<file path="src/rtl/risc16_alu_arbiter_pkg.sv">
// Shared ALU opcode and arbiter state encodings for the two-port RiSC16 ALU arbiter.
package risc16_alu_arbiter_pkg;

  localparam int ALU_FUNCT_LEN = 2;

  localparam logic [ALU_FUNCT_LEN-1:0] ALU_ADD   = 2'd0;
  localparam logic [ALU_FUNCT_LEN-1:0] ALU_NAND  = 2'd1;
  localparam logic [ALU_FUNCT_LEN-1:0] ALU_PASSA = 2'd2;
  localparam logic [ALU_FUNCT_LEN-1:0] ALU_SUB   = 2'd3;

  typedef enum logic [1:0] {
    ARB_IDLE = 2'd0,
    ARB_EXEC = 2'd1,
    ARB_RESP = 2'd2
  } arb_state_e;

endpackage

</file>
<file path="src/rtl/risc16_alu_arbiter_alu.sv">
// RiSC16 ALU: purely combinational add/nand/pass/sub with a zero flag.
module risc16_alu_arbiter_alu #(
  parameter int WORD_LENGTH   = 16,
  parameter int ALU_FUNCT_LEN = risc16_alu_arbiter_pkg::ALU_FUNCT_LEN
) (
  input  logic [WORD_LENGTH-1:0]   src1,
  input  logic [WORD_LENGTH-1:0]   src2,
  input  logic [ALU_FUNCT_LEN-1:0] funct,
  output logic [WORD_LENGTH-1:0]   result,
  output logic                     zero
);
  import risc16_alu_arbiter_pkg::*;

  // NOTE: every always_comb output gets a default first so no path can infer a latch.
  always_comb begin
    result = '0;
    case (funct)
      ALU_ADD:   result = src1 + src2;
      ALU_NAND:  result = ~(src1 & src2);
      ALU_PASSA: result = src1;
      ALU_SUB:   result = src1 - src2;
      default:   result = '0;
    endcase
  end

  assign zero = (result == '0);

endmodule

</file>
<file path="src/rtl/risc16_alu_arbiter.sv">
// Round-robin arbiter sharing one RiSC16 ALU between two requesters with a registered response.
module risc16_alu_arbiter #(
  parameter int WORD_LENGTH   = 16,
  parameter int ALU_FUNCT_LEN = risc16_alu_arbiter_pkg::ALU_FUNCT_LEN
) (
  input  logic                     clk,
  input  logic                     reset_n,
  input  logic [1:0]               req_valid,
  output logic [1:0]               req_ready,
  input  logic [WORD_LENGTH-1:0]   req_src1_0,
  input  logic [WORD_LENGTH-1:0]   req_src2_0,
  input  logic [ALU_FUNCT_LEN-1:0] req_funct_0,
  input  logic [WORD_LENGTH-1:0]   req_src1_1,
  input  logic [WORD_LENGTH-1:0]   req_src2_1,
  input  logic [ALU_FUNCT_LEN-1:0] req_funct_1,
  output logic                     rsp_valid,
  input  logic                     rsp_ready,
  output logic                     rsp_id,
  output logic [WORD_LENGTH-1:0]   rsp_result,
  output logic                     rsp_zero,
  output logic                     busy,
  output logic [WORD_LENGTH-1:0]   op_count
);
  import risc16_alu_arbiter_pkg::*;

  arb_state_e               state_q, state_d;
  logic                     last_grant_q;
  logic                     grant;
  logic                     grant_valid;
  logic                     accept;
  logic [WORD_LENGTH-1:0]   src1_q, src2_q;
  logic [ALU_FUNCT_LEN-1:0] funct_q;
  logic                     id_q;
  logic [WORD_LENGTH-1:0]   rsp_result_q;
  logic                     rsp_zero_q;
  logic [WORD_LENGTH-1:0]   op_count_q;
  logic [WORD_LENGTH-1:0]   alu_result;
  logic                     alu_zero;

  // Tie goes to whichever port did not win last time.
  always_comb begin
    grant_valid = |req_valid;
    case (req_valid)
      2'b01:   grant = 1'b0;
      2'b10:   grant = 1'b1;
      2'b11:   grant = ~last_grant_q;
      default: grant = 1'b0;
    endcase
  end

  assign accept = (state_q == ARB_IDLE) && grant_valid;

  // NOTE: state and datapath registers use non-blocking assignments so every flop samples pre-edge values.
  always_ff @(posedge clk or negedge reset_n) begin
    if (!reset_n) state_q <= ARB_IDLE;
    else          state_q <= state_d;
  end

  always_comb begin
    state_d = state_q;
    case (state_q)
      ARB_IDLE: if (grant_valid) state_d = ARB_EXEC;
      ARB_EXEC: state_d = ARB_RESP;
      ARB_RESP: if (rsp_ready) state_d = ARB_IDLE;
      default:  state_d = ARB_IDLE;
    endcase
  end

  always_comb begin
    req_ready = 2'b00;
    if (accept) req_ready[grant] = 1'b1;
    busy      = (state_q != ARB_IDLE);
    rsp_valid = (state_q == ARB_RESP);
  end

  // NOTE: all datapath registers are reset so a mid-operation reset leaves no stale response visible.
  always_ff @(posedge clk or negedge reset_n) begin
    if (!reset_n) begin
      last_grant_q <= 1'b1;
      src1_q       <= '0;
      src2_q       <= '0;
      funct_q      <= '0;
      id_q         <= 1'b0;
      rsp_result_q <= '0;
      rsp_zero_q   <= 1'b0;
      op_count_q   <= '0;
    end else begin
      if (accept) begin
        src1_q       <= grant ? req_src1_1  : req_src1_0;
        src2_q       <= grant ? req_src2_1  : req_src2_0;
        funct_q      <= grant ? req_funct_1 : req_funct_0;
        id_q         <= grant;
        last_grant_q <= grant;
      end
      if (state_q == ARB_EXEC) begin
        rsp_result_q <= alu_result;
        rsp_zero_q   <= alu_zero;
      end
      if ((state_q == ARB_RESP) && rsp_ready)
        op_count_q <= op_count_q + WORD_LENGTH'(1);
    end
  end

  risc16_alu_arbiter_alu #(
    .WORD_LENGTH  (WORD_LENGTH),
    .ALU_FUNCT_LEN(ALU_FUNCT_LEN)
  ) u_alu (
    .src1  (src1_q),
    .src2  (src2_q),
    .funct (funct_q),
    .result(alu_result),
    .zero  (alu_zero)
  );

  assign rsp_id     = id_q;
  assign rsp_result = rsp_result_q;
  assign rsp_zero   = rsp_zero_q;
  assign op_count   = op_count_q;

endmodule

</file>
<file path="config.mk">
export PLATFORM = sky130hd
export DESIGN_NAME = risc16_alu_arbiter
export DESIGN_NICKNAME = d
export VERILOG_FILES = /design/src/rtl/risc16_alu_arbiter_pkg.sv /design/src/rtl/risc16_alu_arbiter_alu.sv /design/src/rtl/risc16_alu_arbiter.sv
export SDC_FILE = /design/constraint.sdc
export NUM_CORES = 1
export LEC_CHECK = 0
export ABC_AREA = 1
export CAP_MARGIN = 10
export CORE_MARGIN = 10
export CORE_UTILIZATION = 31
export CTS_CLUSTER_DIAMETER = 60
export DETAILED_ROUTE_END_ITERATION = 10
export REMOVE_ABC_BUFFERS = 1
export SLEW_MARGIN = 25
export SYNTH_ARGS = -nofsm -noshare
export SYNTH_HDL_FRONTEND = slang
export SYNTH_SLANG_ARGS = --single-unit
</file>
<file path="constraint.sdc">
create_clock -name clk -period 3.7 [get_ports clk]
set_clock_uncertainty 0.1 [all_clocks]
set_input_delay 0.37 -clock clk [delete_from_list [all_inputs] [get_ports clk]]
set_output_delay 0.37 -clock clk [all_outputs]
set_load 0.1 [all_outputs]
</file>
==> results of run 1 <==
-- kinds of logic after synthesis --
logic type,after synthesis,share of synthesized area [%]
buffers and inverters,122,9.62
and+or+nand+nor,338,29.8
muxes,1,0.234
DFF,71,36.9
AOI/OAI and AO/OA,101,12.7
xor gates and xnor gates,27,4.91
adders and majority gates,22,5.87
-- area by class of cell --
class | instances | area share (%)
well taps | 188 | 3.64
clock buffers | 9 | 3.48
flip-flops and latches | 71 | 27.5
repair buffers | 119 | 18.2
multi-input cells | 489 | 39.9
inverters | 105 | 6.10
clock inverters | 7 | 1.26
-- metal layers --
metal / GRT usage, % / up-vias / wire length [um]
met1: 18.3 / 2035 / 6790
li1: - / 2411 / -
met5: 0 / - / 0
met4: 4.31 / 0 / 158
met2: 21.8 / 100 / 6330
met3: 3.87 / 5 / 688
-- path summary, 6_finish.rpt --
| check | from | endpoint | slack, ps | depth (start not counted) |
|---|---|---|---|---|
| min reg2reg | last_grant_q | last_grant_q | 370 | 2 |
| min | last_grant_q | last_grant_q | 370 | 2 |
| max in group asynchronous | reset_n | rsp_result[10] | 2260 | 3 |
| max | src2_q[1] | rsp_zero | 400 | 21 |
| min in group asynchronous | reset_n | src2_q[2] | 480 | 2 |
| max reg2reg | src2_q[1] | rsp_zero | 400 | 21 |
-- per-stage QoR --
stage                     setup TNS, ps  setup slack [ps]  hold slack [ps]
after floorplan                   -5790              -176            -25.6
after global placement                0               499              318
after detailed placement              0               417              316
after CTS                             0               402              369
after global routing                  0              99.7              408
final                                 0               401              366
-- synthesized netlist by cell type --
cell                         n  share of area, %
sky130_fd_sc_hd__o21ba_2     1              0.21
sky130_fd_sc_hd__nand2_1   223                17
sky130_fd_sc_hd__buf_1       1             0.078
sky130_fd_sc_hd__inv_2       2              0.16
sky130_fd_sc_hd__xnor2_1     6               1.1
sky130_fd_sc_hd__nand3_4     1              0.36
sky130_fd_sc_hd__nor3_1      1              0.10
sky130_fd_sc_hd__nand3b_1    1              0.16
sky130_fd_sc_hd__nor2_1     44               3.4
sky130_fd_sc_hd__inv_1     103               8.0
sky130_fd_sc_hd__ha_1       21               5.5
sky130_fd_sc_hd__o21ai_2     1              0.18
sky130_fd_sc_hd__xor2_1     21               3.8
sky130_fd_sc_hd__clkbuf_1   12              0.94
sky130_fd_sc_hd__dfstp_2     1              0.55
sky130_fd_sc_hd__buf_2       4              0.42
sky130_fd_sc_hd__a221o_1     1              0.21
sky130_fd_sc_hd__dfrtp_1    70                36
sky130_fd_sc_hd__o211ai_1   31               4.8
sky130_fd_sc_hd__nor3_4      1              0.34
sky130_fd_sc_hd__nand3_2     2              0.42
sky130_fd_sc_hd__nand2_4     1              0.23
sky130_fd_sc_hd__a21oi_2     1              0.18
sky130_fd_sc_hd__o21ai_0    39               4.1
sky130_fd_sc_hd__nor2_4      3              0.70
sky130_fd_sc_hd__a31oi_1     6              0.78
sky130_fd_sc_hd__fa_1        1              0.42
sky130_fd_sc_hd__nand3_1    50               5.2
sky130_fd_sc_hd__a21oi_1    20               2.1
sky130_fd_sc_hd__and2_1      1              0.13
sky130_fd_sc_hd__o21bai_1    1              0.16
sky130_fd_sc_hd__nor2_2      1              0.13
sky130_fd_sc_hd__nand4_1     9               1.2
sky130_fd_sc_hd__mux2_2      1              0.23
-- worst max-delay path, cell delays in order (launching register included) --
cell,delay (ps)
sky130_fd_sc_hd__dfrtp_1,410
sky130_fd_sc_hd__inv_1,100
sky130_fd_sc_hd__ha_1,170
sky130_fd_sc_hd__inv_1,50
sky130_fd_sc_hd__nor2_1,160
sky130_fd_sc_hd__nand4_1,150
sky130_fd_sc_hd__o21ai_0,360
sky130_fd_sc_hd__o21ai_0,190
sky130_fd_sc_hd__xor2_1,170
sky130_fd_sc_hd__ha_1,410
sky130_fd_sc_hd__nand2_1,100
sky130_fd_sc_hd__nor2_1,170
sky130_fd_sc_hd__and2_1,160
sky130_fd_sc_hd__nand2_1,50
sky130_fd_sc_hd__nand2_1,60
sky130_fd_sc_hd__nand3_1,60
sky130_fd_sc_hd__nand3_1,70
sky130_fd_sc_hd__nand2_1,60
sky130_fd_sc_hd__nand2_1,60
sky130_fd_sc_hd__nor2_1,40
sky130_fd_sc_hd__nand2_1,50
sky130_fd_sc_hd__nand2_1,40
-- flip-flops by register name, indices dropped and copies added (netlist names) --
name	cells
src2_q	16
last_grant_q	1
rsp_result	16
src1_q	16
rsp_id	1
state_q	2
op_count	16
funct_q	2
rsp_zero	1
-- timing repair --
item                      CTS  global route
hold endpoints to repair   25             0
hold buffers                1             0
resized for setup           0             0
==> results.md, run 1 <==
| Parameter | This run | Unit |
|---|---|---|
| Outcome | finished, final reports clean | - |
| Minimum clock period | 3300 | ps |
| Flip-flop and latch area | 0.00178 | mm^2 |
| H-Tree Depth | 3 | - |
| Die area | 0.0209 | mm^2 |
| Num CTS Buffers | 9 | - |
| Clock sink count | 71 | - |
| Fraction of layout instances using a drive strength above 1 | 5.50 | % |
| Element type at the critical path end | register | - |
| Critical Path RT | 3840 | ps |
| Global routing usage summed across all routing layers | 14.0 | % |
| Net count, final | 890 | - |
| Vias in the first global route | 4559 | - |
| Kind of launch point of the worst setup path | register | - |
| Number of placed instances with taps included | 971 | - |
| I/O Pins | 111 | - |
| Sum of routed wire length over all layers | 14.0 | mm |
| Number of filler cells placed in the layout | 1610 | - |
| Upper clock frequency limit | 303 | MHz |
| Leading cell type in the layout, fill and taps excluded | sky130_fd_sc_hd__nand2_1 | - |
| Most used cells in the layout excluding fill and tap cells | 223 x sky130_fd_sc_hd__nand2_1, 107 x sky130_fd_sc_hd__clkdlybuf4s50_1, 103 x sky130_fd_sc_hd__inv_1, 70 x sky130_fd_sc_hd__dfrtp_1, 50 x sky130_fd_sc_hd__nand3_1 | - |
| Height of the chip | 145 | um |
| Portion of the post-synthesis area used by sequential elements | 36.9 | % |
| #FFs+latches synth | 71 | - |
| Post-layout instance count excluding filler cells | 988 | - |
| Synth-to-Final Area Change | 34.3 | % |
| Worst endpoint data arrival time | 3440 | ps |
| Final worst-path cycle share | 89.2 | % |
| Final design utilization | 42.5 | % |
| Sum of overflow across all layers after global routing | 0 | - |
| Starting Density | 31.7 | % |
| Number of design rule violations left after detail routing | 0 | - |
| Setup bufs post-CTS | 0 | - |
| Syn_area_per_cell | 7.06 | um^2 |
| Worst Tran Pin Value | 1000 | ps |
| Die extent in x | 145 | um |
| Unique masters post-synth | 34 | - |
| Core Box Area | 0.0152 | mm^2 |
| Maximum clock insertion buffer count | 2 | - |
| Average detailed-routed wire length per instance | 14.1 | um |
| Final weighted congestion in routability-driven placement | 0.919 | - |
| Post-synthesis cell area | 0.00481 | mm^2 |
| Detailed-route via count | 4551 | - |
| Final std cell area, no fill | 0.00646 | mm^2 |
| RSZ-0062 raised after global routing | no | - |
| Wire length of the first global-routing pass | 23.1 | mm |
| Number of antenna violations at the first check in global routing | 0 | - |
| Count of endpoints failing setup in the final report | 0 | - |
| Worst min path class | reg2reg | - |
| Largest net degree at the start of global routing | 30 | - |
| Syn Inst Count | 682 | - |
| Port Buffer Count | 110 | - |
| Via density | 4.61 | - |
| Post-route antenna net violation count | 0 | - |
| Insertion delay to the later sink of the worst-skew pair | 350 | ps |
| Clock-pin slew reported for the worst setup and hold paths after clock tree synthesis | 60 | ps |
| Area after DPL | 0.00615 | mm^2 |
| Clock root buffer | sky130_fd_sc_hd__clkbuf_16 | - |
| Total area of multi-input combinational cells | 0.00258 | mm^2 |
| Worst Setup Path Type | reg2reg | - |
| Post-DP HPWL | 11.4 | mm |
| Hold Vio Cnt, Final | 0 | - |
| Number of maximum-capacitance constraint violations | 0 | - |
| Number of DRC markers in iteration 0 | 264 | - |
| Num rows | 45 | - |
| TritonCTS clock tree | built | - |
| Diodes inserted | 0 | - |
| Max Fanout on Critical Path | 7 | - |
| Count of pins over their slew limit | 0 | - |
| Number of synthesis warnings | 0 | - |
| First-pass iteration count of the detailed router | 5 | - |
| Headroom to the max-slew limit | 32.8 | % |
Power of run 1 is not shown: default switching activity piles up to over one toggle a cycle in this logic, so the estimate is an artifact.
==> run 2: changes to the inputs <==
--- a/config.mk
+++ b/config.mk
@@ -9,7 +9,7 @@
 export CAP_MARGIN = 10
 export CORE_MARGIN = 10
 export CORE_UTILIZATION = 31
-export CTS_CLUSTER_DIAMETER = 60
+export CTS_CLUSTER_DIAMETER = 120
 export DETAILED_ROUTE_END_ITERATION = 10
 export REMOVE_ABC_BUFFERS = 1
 export SLEW_MARGIN = 25
==> results of run 2 <==
Final layout, timing and power as in run 1 (identical DEF).
Power of run 2 is left out for the same reason.
